[config.mk]
export PLATFORM = sky130hd
export DESIGN_NAME = mult_div_unit
export DESIGN_NICKNAME = d
export VERILOG_FILES = /design/src/rtl/mips_pkg.sv /design/src/rtl/md_abs_fixup.sv /design/src/rtl/mult_div_unit.sv
export SDC_FILE = /design/constraint.sdc
export NUM_CORES = 1
export LEC_CHECK = 0
export CAP_MARGIN = 25
export CORE_MARGIN = 1
export CORE_UTILIZATION = 35
export CTS_CLUSTER_DIAMETER = 100
export DETAILED_ROUTE_END_ITERATION = 12
export GPL_TIMING_DRIVEN = 0
export HOLD_SLACK_MARGIN = 0.15
export MAX_ROUTING_LAYER = met4
export SLEW_MARGIN = 15
export SYNTH_ARGS = -nofsm -noshare
export SYNTH_HDL_FRONTEND = slang
export SYNTH_SLANG_ARGS = --single-unit
export TNS_END_PERCENT = 10
[constraint.sdc]
create_clock -name clk_i -period 10.26 [get_ports clk_i]
set_input_delay 2.565 -clock clk_i [delete_from_list [all_inputs] [get_ports clk_i]]
set_output_delay 2.565 -clock clk_i [all_outputs]
set_load 0.005 [all_outputs]
[src/rtl/mips_pkg.sv]
// Shared MIPS definitions: mult/div op encodings, unit state and control flags.
package mips_pkg;

  localparam int unsigned MD_WIDTH = 32;

  typedef enum logic [1:0] {
    MD_MULT  = 2'b00,
    MD_MULTU = 2'b01,
    MD_DIV   = 2'b10,
    MD_DIVU  = 2'b11
  } md_op_t;

  typedef enum logic [1:0] {
    MD_IDLE   = 2'b00,
    MD_RUN    = 2'b01,
    MD_FINISH = 2'b10
  } md_state_t;

  // Per-operation flags captured at start and consumed at FINISH.
  typedef struct packed {
    logic is_div;
    logic res_neg;
    logic rem_neg;
    logic div0;
  } md_ctl_t;

endpackage

[src/rtl/md_abs_fixup.sv]
// Conditional two's-complement negate: absolute value at start, sign fixup at finish.
module md_abs_fixup #(
  parameter int unsigned W = 32
) (
  input  logic [W-1:0] val_i,
  input  logic         neg_i,
  output logic [W-1:0] res_c_o
);

  assign res_c_o = neg_i ? (W'(0) - val_i) : val_i;

endmodule

[src/rtl/mult_div_unit.sv]
// Iterative MULT/MULTU/DIV/DIVU unit owning HI/LO; one shift-add or
// restoring shift-subtract step per cycle, result after WIDTH+1 edges.
module mult_div_unit
  import mips_pkg::*;
#(
  parameter int unsigned WIDTH = MD_WIDTH
) (
  input  logic             clk_i,
  input  logic             reset_i,
  input  logic             start_i,
  input  logic [1:0]       op_i,
  input  logic [WIDTH-1:0] a_i,
  input  logic [WIDTH-1:0] b_i,
  input  logic             hi_we_i,
  input  logic             lo_we_i,
  input  logic [WIDTH-1:0] wdata_i,
  output logic             busy_o,
  output logic             done_o,
  output logic [WIDTH-1:0] hi_o,
  output logic [WIDTH-1:0] lo_o
);

  localparam int unsigned CNT_W = $clog2(WIDTH) + 1;
  localparam int unsigned DW    = 2 * WIDTH;

  md_state_t        state_q, state_d;
  md_ctl_t          ctl_q, ctl_d;
  logic [DW-1:0]    acc_q, acc_d;
  logic [WIDTH-1:0] opnd_q, opnd_d;
  logic [CNT_W-1:0] cnt_q, cnt_d;
  logic [WIDTH-1:0] hi_q, hi_d, lo_q, lo_d;
  logic             busy_q, busy_d, done_q, done_d;

  logic             signed_op;
  logic [DW-1:0]    fix_a_val, fix_a_res;
  logic             fix_a_neg;
  logic [WIDTH-1:0] fix_b_val, fix_b_res;
  logic             fix_b_neg;
  logic [WIDTH:0]   mul_sum, div_diff;

  assign signed_op = (op_i == MD_MULT) || (op_i == MD_DIV);

  // Multiply step adds the multiplicand into the upper half; divide step trial-subtracts.
  assign mul_sum  = {1'b0, acc_q[DW-1:WIDTH]} + (acc_q[0] ? {1'b0, opnd_q} : {(WIDTH+1){1'b0}});
  assign div_diff = acc_q[DW-1:WIDTH-1] - {1'b0, opnd_q};

  // Wide instance: |a| at start, product or quotient negation at finish.
  md_abs_fixup #(.W(DW)) u_fix_a (
    .val_i   (fix_a_val),
    .neg_i   (fix_a_neg),
    .res_c_o (fix_a_res)
  );

  // Narrow instance: |b| at start, remainder negation at finish.
  md_abs_fixup #(.W(WIDTH)) u_fix_b (
    .val_i   (fix_b_val),
    .neg_i   (fix_b_neg),
    .res_c_o (fix_b_res)
  );

  always_comb begin
    state_d   = state_q;
    ctl_d     = ctl_q;
    acc_d     = acc_q;
    opnd_d    = opnd_q;
    cnt_d     = cnt_q;
    hi_d      = hi_q;
    lo_d      = lo_q;
    busy_d    = busy_q;
    done_d    = 1'b0;
    fix_a_val = {{WIDTH{a_i[WIDTH-1]}}, a_i};
    fix_a_neg = signed_op & a_i[WIDTH-1];
    fix_b_val = b_i;
    fix_b_neg = signed_op & b_i[WIDTH-1];

    unique case (state_q)
      MD_IDLE: begin
        if (hi_we_i) hi_d = wdata_i;
        if (lo_we_i) lo_d = wdata_i;
        if (start_i) begin
          ctl_d.is_div  = op_i[1];
          ctl_d.res_neg = signed_op & (a_i[WIDTH-1] ^ b_i[WIDTH-1]);
          ctl_d.rem_neg = signed_op & a_i[WIDTH-1];
          ctl_d.div0    = op_i[1] & (b_i == '0);
          acc_d   = {{WIDTH{1'b0}}, (op_i[1] ? fix_a_res[WIDTH-1:0] : fix_b_res)};
          opnd_d  = op_i[1] ? fix_b_res : fix_a_res[WIDTH-1:0];
          cnt_d   = '0;
          busy_d  = 1'b1;
          state_d = MD_RUN;
        end
      end
      MD_RUN: begin
        if (ctl_q.is_div) begin
          if (!div_diff[WIDTH]) acc_d = {div_diff[WIDTH-1:0], acc_q[WIDTH-2:0], 1'b1};
          else                  acc_d = {acc_q[DW-2:0], 1'b0};
        end else begin
          acc_d = {mul_sum, acc_q[WIDTH-1:1]};
        end
        cnt_d = cnt_q + CNT_W'(1);
        if (cnt_q == CNT_W'(WIDTH - 1)) state_d = MD_FINISH;
      end
      MD_FINISH: begin
        fix_a_val = ctl_q.is_div ? {{WIDTH{1'b0}}, acc_q[WIDTH-1:0]} : acc_q;
        fix_a_neg = ctl_q.res_neg;
        fix_b_val = acc_q[DW-1:WIDTH];
        fix_b_neg = ctl_q.rem_neg;
        if (ctl_q.is_div) begin
          // Divide by zero leaves |a| as remainder, so HI reproduces a after fixup.
          lo_d = ctl_q.div0 ? {WIDTH{1'b1}} : fix_a_res[WIDTH-1:0];
          hi_d = fix_b_res;
        end else begin
          hi_d = fix_a_res[DW-1:WIDTH];
          lo_d = fix_a_res[WIDTH-1:0];
        end
        done_d  = 1'b1;
        busy_d  = 1'b0;
        state_d = MD_IDLE;
      end
      default: begin
        busy_d  = 1'b0;
        state_d = MD_IDLE;
      end
    endcase
  end

  always_ff @(posedge clk_i) begin
    if (reset_i) begin
      state_q <= MD_IDLE;
      ctl_q   <= '0;
      acc_q   <= '0;
      opnd_q  <= '0;
      cnt_q   <= '0;
      hi_q    <= '0;
      lo_q    <= '0;
      busy_q  <= 1'b0;
      done_q  <= 1'b0;
    end else begin
      state_q <= state_d;
      ctl_q   <= ctl_d;
      acc_q   <= acc_d;
      opnd_q  <= opnd_d;
      cnt_q   <= cnt_d;
      hi_q    <= hi_d;
      lo_q    <= lo_d;
      busy_q  <= busy_d;
      done_q  <= done_d;
    end
  end

  assign busy_o = busy_q;
  assign done_o = done_q;
  assign hi_o   = hi_q;
  assign lo_o   = lo_q;

endmodule

==> impl_results.md <==
* Status: completed
* Hold Crit Start: hi_o[7]$_SDFFE_PP0P_
* Skew-Pair Late Insertion Delay at 0.51 ns
* Clock Pin Slew Worst Setup and Hold Paths at 0.07 ns
* Final worst slack at 4.164 ns
* Complex-gate fraction of the synthesized area at 0.2728
* Simple-gate share of the synthesized area at 0.2220
* Hold bufs inserted after CTS at 0
* Critical R2R Capture: opnd_q[24]$_SDFFE_PP0P_
* Crit path capture: opnd_q[24]$_SDFFE_PP0P_
* Resized cells post-CTS at 0
* RR Startpoint: state_q[1]$_SDFFE_PP0P_
* Final HPWL DP at 77560 um
* Max-cap check violation count at 0
* Share of cells above drive strength 1 at 0.05027
* CTS tree: built
* Port buffer count at 165
* Fraction of synthesized cell area in xor and xnor cells at 0.08080
* Detailed router's first-iteration violation count at 2556
* Final ANT Viol Nets at 0
* Most common cell in the synthesized netlist: nor2_1
* Reg2Reg Setup Slack at 4.96 ns
* CP Max Fanout at 5
* Row cnt at 77
* Final Util at 0.4268
* Req. time, crit path at 10.66 ns
* Max Clk Rate at 164.0 MHz
* CTS sink cnt at 174
* Clock Path Buffers at 2
* Post-synthesis mux area share at 0.09474
* Final hold violations at 0
* Prevailing post-synth register cell: dfxtp_1
* Crit. End Element: flop
* Top-area cell type share of the netlist area at 0.2192
* Pleak at 7.683 nW
* Cell repeated most along the worst path: a21oi_1
* Post-synth EDFFs at 0
* Worst setup SP type: input port
* Slowest-stage cell, CP: xnor2_1
* Die H at 215.1 um
* Worst vdd ir at 132.6 uV
* Die X at 215.1 um
* Initial antenna violation count at 2
* Fin crit share at 0.5942
* Total Neg Setup Slack at 0 ns
* Ports at 169
* Core area at 44510 sq um
* Register area share after synthesis at 0.2192
* Mapped Area at 15890 sq um
* Mapped Cells at 2159
* CP arrival at 6.50 ns
* H-tree levels at 4
* Worst slew margin at 0.1804
* Synthesized flop and latch total at 174
* Pre-Repair DR Iteration Count at 6
* Vias/cell at 6.426
* Final layout net count at 2526
* GP Congestion at 1.054
* Initial core utilization at 0.3569
* Area grow syn2layout at 19.58%
* Leading area contributor after synthesis: dfxtp_1
* Root buffer cell: clkbuf_16
* Final setup fails at 0
* DR vias at 19020
* Reg2reg path depth at 17
* Die area at 46250 sq um
* Drt total wl at 95210 um
* Total gr overflow at 0
* RSZ-0062 raised after global routing: false
* Post-layout minimum cycle time at 6.096 ns
* Synth unique cells at 101
* Hold Path Class: flop to flop
* Async SR Flop Fraction at 0
* Critical path origin: b_i[0]
* Largest family of logic cells by synthesized area: compound AO/OA/AOI/OAI gates
* YS warnings at 0
* Drt wl/cell at 32.17 um
* Mapped Nets at 2331
* First-pass GRT wire length at 132800 um
* Vias in the first global route at 17640
* Largest net degree at the start of global routing at 17
* Num CTS Buffers at 17
* Post-place setup slack at 3.931 ns
* Max incr delay on CP at 0.86 ns
* Fin. max-slew vios at 0
* Critical path cell sequence: clkdlybuf4s50_1 -> mux2i_1 -> ha_1 -> nand2_1 -> nor4_1 -> a21oi_1 -> xnor2_1 -> a21oi_1 -> a211oi_1
* Avg Inst Size Synth at 7.359 sq um
* Setup Buffers After CTS at 0
* Clk_skew at 0.02407 ns
* DRC Markers at 0
* GRT Util Overall at 0.4152
* Worst-margin pin slew at 1.221 ns
* CP Class: input port to flop
* List of most frequent post-synthesis cells: nor2_1, a21oi_1, nand2_1
* Synth Area in Adders at 0.05528
* Top cells by area, synth: dfxtp_1, mux2i_1, a21oi_1
* Fill cells at 4717
* Pwr/cell area at 116.7 nW/um^2
-- kinds of logic (layout without fill, tap and decap cells) --
kind of cell / after synthesis / in the layout
and+or+nand+nor: 744 / 744
adders and majority gates: 69 / 69
other: 0 / 1
muxes: 146 / 146
DFF: 174 / 174
AOI/OAI and AO/OA: 668 / 668
buffers and inverters: 214 / 422
xor gates and xnor gates: 144 / 144
-- report_power, final --
group	internal, mW	switching, mW
sequential	0.722	0.0575
clock	0.369	0.346
combinational	0.253	0.469
-- layer usage --
metal | wire, um | GRT usage | part of all wire
met3 | 9594 | 0.09144 | 0.10
met2 | 39270 | 0.5866 | 0.41
met4 | 4128 | 0.1652 | 0.043
met5 | 0 | - | 0
met1 | 42220 | 0.5678 | 0.44
-- sequential cells by signal (all words and copies together), names as in the netlist --
signal	cells
acc_q	64
hi_o	32
lo_o	32
opnd_q	32
cnt_q	6
ctl_q	4
state_q	2
busy_o	1
done_o	1
-- cell usage in the layout, fill, tap and decap left out, drive strengths merged, types with 12 or more instances in the layout --
cell / n
inv: 63
and3: 19
dfxtp: 174
a22oi: 18
nand3: 34
ha: 67
o221ai: 41
nor4: 24
a211oi: 48
nand4: 16
nand2: 201
o21a: 15
clkdlybuf4s50: 165
a221oi: 13
xnor2: 83
mux2i: 134
clkbuf: 134
a31oi: 37
nor3: 59
a21oi: 210
and2: 42
o211ai: 16
buf: 50
a21o: 25
mux2: 12
o21ai: 133
o31ai: 18
nor2: 262
o22ai: 14
or3: 28
xor2: 61
nand2b: 21
-- cell type report --
| class | instances | area, sq um | area share |
|---|---|---|---|
| Multi-Input combinational cell | 1771 | 11530 | 0.6072 |
| Sequential cell | 174 | 3483 | 0.1834 |
| Timing Repair Buffer | 176 | 1764 | 0.09286 |
| Tap cell | 592 | 740.7 | 0.03899 |
| Buffer | 155 | 655.6 | 0.03451 |
| Clock buffer | 18 | 439.2 | 0.02312 |
| Inverter | 59 | 221.5 | 0.01166 |
| Clock inverter | 14 | 156.4 | 0.008232 |
| Antenna cell | 1 | 2.502 | 0.0001317 |
-- worst min path at each step --
stage | slack, ns | cells past startpoint | endpoint
after floorplan | 0.43 | 2 | hi_o[18]$_SDFFE_PP0P_
after global placement | 0.43 | 2 | hi_o[7]$_SDFFE_PP0P_
after detailed placement | 0.43 | 2 | hi_o[7]$_SDFFE_PP0P_
after CTS | 0.45 | 2 | hi_o[7]$_SDFFE_PP0P_
after global routing | 0.46 | 2 | hi_o[7]$_SDFFE_PP0P_
final | 0.44 | 2 | hi_o[7]$_SDFFE_PP0P_
-- per-stage QoR --
| step | cell area [sq um] | hold slack (ns) | power (mW) | cells |
|---|---|---|---|---|
| after floorplan | 15890 | 0.4345 | 1.146 | 2159 |
| after global placement | 18280 | 0.4335 | 1.476 | 2916 |
| after detailed placement | 18370 | 0.4337 | 1.478 | 2924 |
| after CTS | 18970 | 0.4460 | 2.184 | 2956 |
| after global routing | 19000 | 0.4586 | 2.271 | 2960 |
| final | 19000 | 0.4448 | 2.216 | 2960 |
-- worst max-delay path: cells and delay by family --
kind / cells / cell delay, ns
fa+ha+maj: 1 / 0.32
simple gates: 2 / 0.78
buf+inv: 1 / 0.55
compound gates: 3 / 0.65
xor+xnor: 1 / 0.86
mux: 1 / 0.76
(Power assumes the default switching activity.)
